[src/rtl/if_pkg.sv]
// Shared types and constants for the instruction-fetch stage.
package if_pkg;

  localparam int unsigned XLEN = 32;

  typedef enum logic [1:0] {
    IDLE    = 2'd0,
    FETCH   = 2'd1,
    HOLD    = 2'd2,
    DISCARD = 2'd3
  } if_state_e;

  localparam logic [XLEN-1:0] NOP_INSTR = 32'h0;
  localparam logic [XLEN-1:0] PC_STEP   = 32'd4;

  // PC/instruction pair handed to the IF/ID register
  typedef struct packed {
    logic [XLEN-1:0] pc;
    logic [XLEN-1:0] instr;
  } if_id_t;

  function automatic logic [XLEN-1:0] next_pc(input logic [XLEN-1:0] pc);
    return pc + PC_STEP;
  endfunction

endpackage

[src/rtl/if_stage_if.sv]
// Instruction-memory request/ready handshake between fetch stage and memory.
interface if_stage_if;
  import if_pkg::*;

  logic            req;
  logic [XLEN-1:0] addr;
  logic [XLEN-1:0] rdata;
  logic            ready;

  modport master (output req, output addr, input rdata, input ready);
  modport slave  (input req, input addr, output rdata, output ready);

endinterface

[src/rtl/if_perf_counters.sv]
// Fetch and stall event counters for the fetch stage; both wrap modulo 2^32.
module if_perf_counters
  import if_pkg::*;
(
  input  logic            clk,
  input  logic            rst,
  input  logic            fetch_inc,
  input  logic            stall_inc,
  output logic [XLEN-1:0] fetch_count,
  output logic [XLEN-1:0] stall_count
);

  always_ff @(posedge clk or posedge rst) begin
    if (rst) begin
      fetch_count <= '0;
      stall_count <= '0;
    end else begin
      if (fetch_inc) fetch_count <= fetch_count + XLEN'(1);
      if (stall_inc) stall_count <= stall_count + XLEN'(1);
    end
  end

endmodule

[src/rtl/if_stage.sv]
// Instruction-fetch stage: owns the PC, fetches over req/ready, injects bubbles.
// Optional performance counters are built when IF_PERF_CNT_EN is defined.
module if_stage
  import if_pkg::*;
#(
  parameter logic [XLEN-1:0] RESET_PC = 32'h0000_0000
) (
  input  logic            clk,
  input  logic            rst,
  input  logic            freeze,
  input  logic            branch_taken,
  input  logic [XLEN-1:0] branch_addr,
  if_stage_if.master      imem,
  output logic [XLEN-1:0] PC,
  output logic [XLEN-1:0] Instruction,
  output logic            fetch_stall
`ifdef IF_PERF_CNT_EN
  ,
  output logic [XLEN-1:0] fetch_count,
  output logic [XLEN-1:0] stall_count
`endif
);

  if_state_e       state, state_n;
  logic [XLEN-1:0] pc_reg, pc_n;
  logic [XLEN-1:0] inst_buf, buf_n;
  logic [XLEN-1:0] hold_addr, hold_addr_n;
  logic [XLEN-1:0] target;
  if_id_t          out_c;

  assign target      = {branch_addr[XLEN-1:2], 2'b00};
  assign PC          = out_c.pc;
  assign Instruction = out_c.instr;

  always_ff @(posedge clk or posedge rst) begin
    if (rst) begin
      state     <= IDLE;
      pc_reg    <= RESET_PC;
      inst_buf  <= NOP_INSTR;
      hold_addr <= '0;
    end else begin
      state     <= state_n;
      pc_reg    <= pc_n;
      inst_buf  <= buf_n;
      hold_addr <= hold_addr_n;
    end
  end

  // Next state, PC update and fetch outputs; branch_taken overrides everything
  always_comb begin
    state_n     = state;
    pc_n        = pc_reg;
    buf_n       = inst_buf;
    hold_addr_n = hold_addr;
    imem.req    = 1'b0;
    imem.addr   = pc_reg;
    out_c       = '{pc: NOP_INSTR, instr: NOP_INSTR};
    fetch_stall = 1'b0;

    case (state)
      IDLE: begin
        state_n = FETCH;
        if (branch_taken) pc_n = target;
      end

      FETCH: begin
        imem.req    = 1'b1;
        fetch_stall = !imem.ready;
        if (branch_taken) begin
          pc_n = target;
          // Request still in flight: keep its address on the bus until ready
          if (!imem.ready) begin
            state_n     = DISCARD;
            hold_addr_n = pc_reg;
          end
        end else if (imem.ready) begin
          out_c = '{pc: next_pc(pc_reg), instr: imem.rdata};
          if (freeze) begin
            buf_n   = imem.rdata;
            state_n = HOLD;
          end else begin
            pc_n = next_pc(pc_reg);
          end
        end
      end

      HOLD: begin
        if (branch_taken) begin
          pc_n    = target;
          buf_n   = NOP_INSTR;
          state_n = FETCH;
        end else begin
          out_c = '{pc: next_pc(pc_reg), instr: inst_buf};
          if (!freeze) begin
            pc_n    = next_pc(pc_reg);
            state_n = FETCH;
          end
        end
      end

      DISCARD: begin
        imem.req  = 1'b1;
        imem.addr = hold_addr;
        if (branch_taken) pc_n = target;
        else if (imem.ready) state_n = FETCH;
      end

      default: state_n = IDLE;
    endcase
  end

`ifdef IF_PERF_CNT_EN
  logic fetch_accept;

  assign fetch_accept = (state == FETCH) && imem.ready && !branch_taken;

  if_perf_counters u_perf (
    .clk         (clk),
    .rst         (rst),
    .fetch_inc   (fetch_accept),
    .stall_inc   (fetch_stall),
    .fetch_count (fetch_count),
    .stall_count (stall_count)
  );
`endif

endmodule

[src/flat_wrapper.sv]
// flat-port wrapper written by rule: the top's interface ports become plain ports
module if_stage_flat import if_pkg::*;
#(
  parameter logic [XLEN-1:0] RESET_PC = 32'h0000_0000
)
  (clk, rst, freeze, branch_taken, branch_addr, PC, Instruction, fetch_stall, imem_req, imem_addr, imem_rdata, imem_ready);
  if_stage_if imem_i ();
  input  logic clk;
  input  logic rst;
  input  logic freeze;
  input  logic branch_taken;
  input  logic [XLEN-1:0] branch_addr;
  output logic [XLEN-1:0] PC;
  output logic [XLEN-1:0] Instruction;
  output logic fetch_stall;
  output wire logic [$bits(imem_i.req)-1:0] imem_req;
  output wire logic [$bits(imem_i.addr)-1:0] imem_addr;
  input wire logic [$bits(imem_i.rdata)-1:0] imem_rdata;
  input wire logic [$bits(imem_i.ready)-1:0] imem_ready;
  assign imem_req = imem_i.req;
  assign imem_addr = imem_i.addr;
  assign imem_i.rdata = imem_rdata;
  assign imem_i.ready = imem_ready;
  if_stage #(.RESET_PC(RESET_PC)) u_core (.clk(clk), .rst(rst), .freeze(freeze), .branch_taken(branch_taken), .branch_addr(branch_addr), .imem(imem_i), .PC(PC), .Instruction(Instruction), .fetch_stall(fetch_stall));
endmodule
[config.mk]
export PLATFORM = sky130hd
export DESIGN_NAME = if_stage_flat
export DESIGN_NICKNAME = d
export VERILOG_FILES = /design/src/rtl/if_pkg.sv /design/src/rtl/if_stage_if.sv /design/src/rtl/if_perf_counters.sv /design/src/rtl/if_stage.sv /design/src/flat_wrapper.sv
export SDC_FILE = /design/constraint.sdc
export NUM_CORES = 1
export LEC_CHECK = 0
export BUFFER_PORTS_ARGS = -buffer_cell sky130_fd_sc_hd__buf_2
export CAP_MARGIN = 40
export CELL_PAD_IN_SITES_DETAIL_PLACEMENT = 1
export CELL_PAD_IN_SITES_GLOBAL_PLACEMENT = 1
export CORE_ASPECT_RATIO = 1.2
export CORE_MARGIN = 2
export CORE_UTILIZATION = 35
export DETAILED_ROUTE_END_ITERATION = 6
export GPL_ROUTABILITY_DRIVEN = 0
export PLACE_DENSITY = 0.73
export RECOVER_POWER = 100
export SLEW_MARGIN = 20
export SYNTH_ARGS = -nofsm -noshare
export SYNTH_HDL_FRONTEND = slang
export SYNTH_SLANG_ARGS = --single-unit
[constraint.sdc]
create_clock -name clk -period 4.1 [get_ports clk]
set_clock_uncertainty 0.15 [all_clocks]
set_input_delay 1.23 -clock clk [delete_from_list [all_inputs] [get_ports clk]]
set_output_delay 1.23 -clock clk [all_outputs]
set_load 0.03 [all_outputs]
# Word level (Yosys, flattened, before mapping)
# Cells that the tools add are included.
# op_classes
n_addsub,1
eq_ne,14
mux,27
n_bitwise,1
reduce_logical,9
# ops
op,count
$mux 32,10
$mux 64,3
$pmux 64 s2,1
$pmux 32 s3,1
$pmux 32 s2,1
$add 32x3->32 const B,1
$mux 2,8
$ne 2x2->1 const B,6
$ne 3x3->1 const B,4
$pmux 2 s4,1
$reduce_and 6->1,1
$reduce_and 5->1,1
$eq 2x2->1 const B,2
$reduce_or 2->1,2
$reduce_and 3->1,1
$eq 2x1->1 const B,1
$logic_not 2->1,1
$mux 1,2
$ne 2x1->1 const B,1
$reduce_and 2->1,1
$reduce_bool 2->1,1
$logic_not 1->1,1
$not 1->1,1
# totals
ff_bits,98
inputBits,69
output_inout_bits,98
word_cells,56

# Depth between registers and ports, before layout
# depth
word_depth,5
depth_mapped,10
ltp_nobuf,7

# Least setup slack after synthesis
# Ideal clock, no wire load.
# synth_timing
kind,input-to-output
startpoint,in branch_taken
endpoint,out PC[10]
t_arrival_ns,2.571
required_time_ns,2.720
setup_slack_ns,0.149
stages,6
n_path_buf,3
cell_sequence,or2_2 clkbuf_1 buf_2 a21o_1 clkbuf_1 nor2_1
# synth_via
elab_chain_cells,2
word_cells_on_any_way,3
cone_classes,3 x mux
# synth_rtl
item,line,text
start: declaration,flat_wrapper.sv:11,input logic branch_taken;
"$mux 64, on equally long branches","if_stage.sv:88, if_stage.sv:69",
$pmux 64 s2 (*),if_stage.sv:60,case (state)
end: declaration,flat_wrapper.sv:13,output logic [XLEN-1:0] PC;
# Every way passes the cells marked *; elsewhere a longest branch is shown, timed or not.

# Worst setup path in the final report
# layout_timing
startpoint,in branch_taken
endpoint,out Instruction[24]
# layout_via
elab_chain_cells,2
word_cells_on_any_way,3
cone_classes,3 x mux
# layout_rtl
item,line,text
"$mux 64, on equally long branches","if_stage.sv:88, if_stage.sv:69",
$pmux 64 s2 (*),if_stage.sv:60,
end: declaration,flat_wrapper.sv:14,output logic [XLEN-1:0] Instruction;
# Marks and branches as above.

==> out/metrics.cfg <==
[timing]
worst_pin_slew_ps=1930
setup_violations=0
slew_violations=104
hold_violations=0
fmaxAchievable_mhz=251
relSlewSlack_pct=-29.0
fin_ws_ps=113
rsz0062_at_grt=no
fin_setup_tns_ps=0
fin_crit_sh_pct=97.2
finalCriticalPeriod_ps=3990

[detailed_routing]
vias_per_cell=5.45
ant_nets=0
dr.pass1.iters=4
drtIter0Drc=227
avgRoutedWirePerCell_um=18.4
drc=0
wirelength_mm=17.5
num_vias=5169

[synthesis]
synth.yosys.seq_area_share_pct=41.4
synth.avg_cell_area_um2=9.37
synth_seq_cells=94
synthTopCellsByArea=dfrtp_1 (41%), mux2_2 (11%), nor2_1 (5.9%)
synth_simple_gate_area_share_pct=16.6
synth-edff-count=0
yosysWarnings=0
synth_compound_area_share_pct=18.2
synth.largest_area_cell=dfrtp_1
synth_top_family_by_area=compound AO/OA/AOI/OAI gates
ys_types=48
synth_area_um2=5680
synthCells=606
synth_adder_area_share_pct=1.10
synthMuxAreaShare_pct=11.9
yosysTopAreaCellShare_pct=41.4
synthXorXnorAreaFrac_pct=4.47
synthArstFlopShare_pct=100
synth_top_flop_cell=dfrtp_1

[global_route]
grt_pass1_vias=5435
grt_max_degree=61
overflow=0
grt_first_pass_wirelength_mm=27.8
antenna_found_initial=2
grt.total_usage_pct=20.2

[floorplan]
core_um2=16100
fp.dieH_um=144
start_util_pct=35.3
die_w_um=120
ios=167
die_area_um2=17300
row_count=51

[finish]
drive_above_1_share_pct=30.7
final_util_pct=42.7
final_cell_mix=dfrtp_1 (93), nor2_1 (87), buf_2 (77), mux2_2 (55), clkbuf_2 (48)
largest_reg_flops=32
fillers=1938
nets=804
layout_commonest_cell=dfrtp_1
area_growth_syn_to_layout_pct=20.9

[clock_tree]
holdBufCountCts=0
cts_made_buffers=9
cts_tree=built
root_buffer=clkbuf_16
h-tree-depth=3
clock-sinks=94
clk_pin_slew_ps=70
clk_path_buf_depth=2
clk_latency_ps=350

[status]
status=finished with violations
violations=max-capacitance violations, max-slew violations

[hold_path]
whs_endpoint=u_core.inst_buf[8]$_DFFE_PP0P_
min_path_cells=1
hold_path_class=reg2reg
hold_start=u_core.inst_buf[8]$_DFFE_PP0P_

[worst_setup_path]
timing.rr.end=u_core.pc_reg[25]$_DFFE_PP0P_
r2r_start=u_core.state[0]$_DFFE_PP0P_
r2r_setup_slack_ps=930
cp_max_fo=32
worstRegToRegCells=7
start_kind=primary input
cp.arrival_ps=2610
endpoint_kind=primary output
required_ps=2720
critical_path_class=in2out

[power]
p_per_area_nw_per_um2=781
total_power_uw=5370
peakVddDrop_mv=0.261
p_leak_uw=0.00302

[run]
cap_violations=4

[placement]
post-place-ws_ps=206
portBuffers=160
post-dp-hpwl_mm=12.3

## cell usage after synthesis (all sizes together) (5+ instances only)
library cell	instances
a22o	33
and3	8
a22oi	41
nor3	10
ha	5
o22ai	9
xor2	14
xnor2	15
nand2	34
nor4	6
a2bb2oi	7
mux2	58
o21ai	18
buf	23
inv	10
clkbuf	46
nand3	16
nand4	11
dfrtp	94
nor2	90
a21oi	19
## where the power goes
group          leakage [uW]  total, uW  switching [uW]  internal, uW
Clock              0.000132        821             389           432
Combinational       0.00176       2720            1700          1020
Sequential          0.00113       1830             481          1350
## per-layer routing
layer | vias up | GRT usage, % | share of wire [%]
met5 | - | 0 | 0.074
met4 | 2 | 7.96 | 2.4
met3 | 30 | 4.92 | 6.5
met2 | 151 | 35.2 | 50
met1 | 2578 | 24.1 | 41
li1 | 2408 | - | -
## how the worst max path moves through the flow
stage,startpoint,end,slack (ps),depth (start not counted)
finish,branch_taken,Instruction[24],110,7
global placement,branch_taken,PC[11],230,6
global route,u_core.pc_reg[8]$_DFFE_PP0P_,PC[30],20,6
floorplan,branch_taken,PC[10],150,6
CTS,u_core.pc_reg[2]$_DFFE_PP0P_,PC[26],20,7
detailed placement,branch_taken,PC[19],210,6
## critical path: stages
cell	delay, ps
buf_2	100
clkbuf_2	320
nor2_2	260
buf_12	210
a22oi_1	110
nor2_1	120
clkbuf_2	230
## final cells by class
cell class / count / area (um2) / area share (%)
Antenna cell: 1 / 2.50 / 0.0364
Clock buffer: 10 / 239 / 3.48
Clock inverter: 6 / 45.0 / 0.656
Inverter: 10 / 38.8 / 0.565
Multi-Input combinational cell: 436 / 3000 / 43.6
Sequential cell: 94 / 2350 / 34.3
Tap cell: 212 / 265 / 3.86
Timing Repair Buffer: 179 / 927 / 13.5
## per-stage QoR
stage | cell area (um2) | instances | hold WS (ps)
floorplan | 5690 | 609 | 300
global placement | 6630 | 928 | 315
detailed placement | 6630 | 928 | 335
CTS | 6920 | 944 | 356
global route | 6870 | 947 | 369
finish | 6870 | 948 | 353
## logic make-up after synthesis
kind of cell | Yosys count
and+or+nand+nor | 194
AOI/OAI and AO/OA | 144
DFF | 94
buffers and inverters | 79
muxes | 60
xor gates and xnor gates | 29
adders and majority gates | 5
other | 1
## what timing repair did
item                                    in CTS  in global routing
resized for setup                            0                  3
endpoints found under the setup margin       0                  5
setup buffers                                0                  3
No activity file was read; power rests on OpenSTA's default activity.
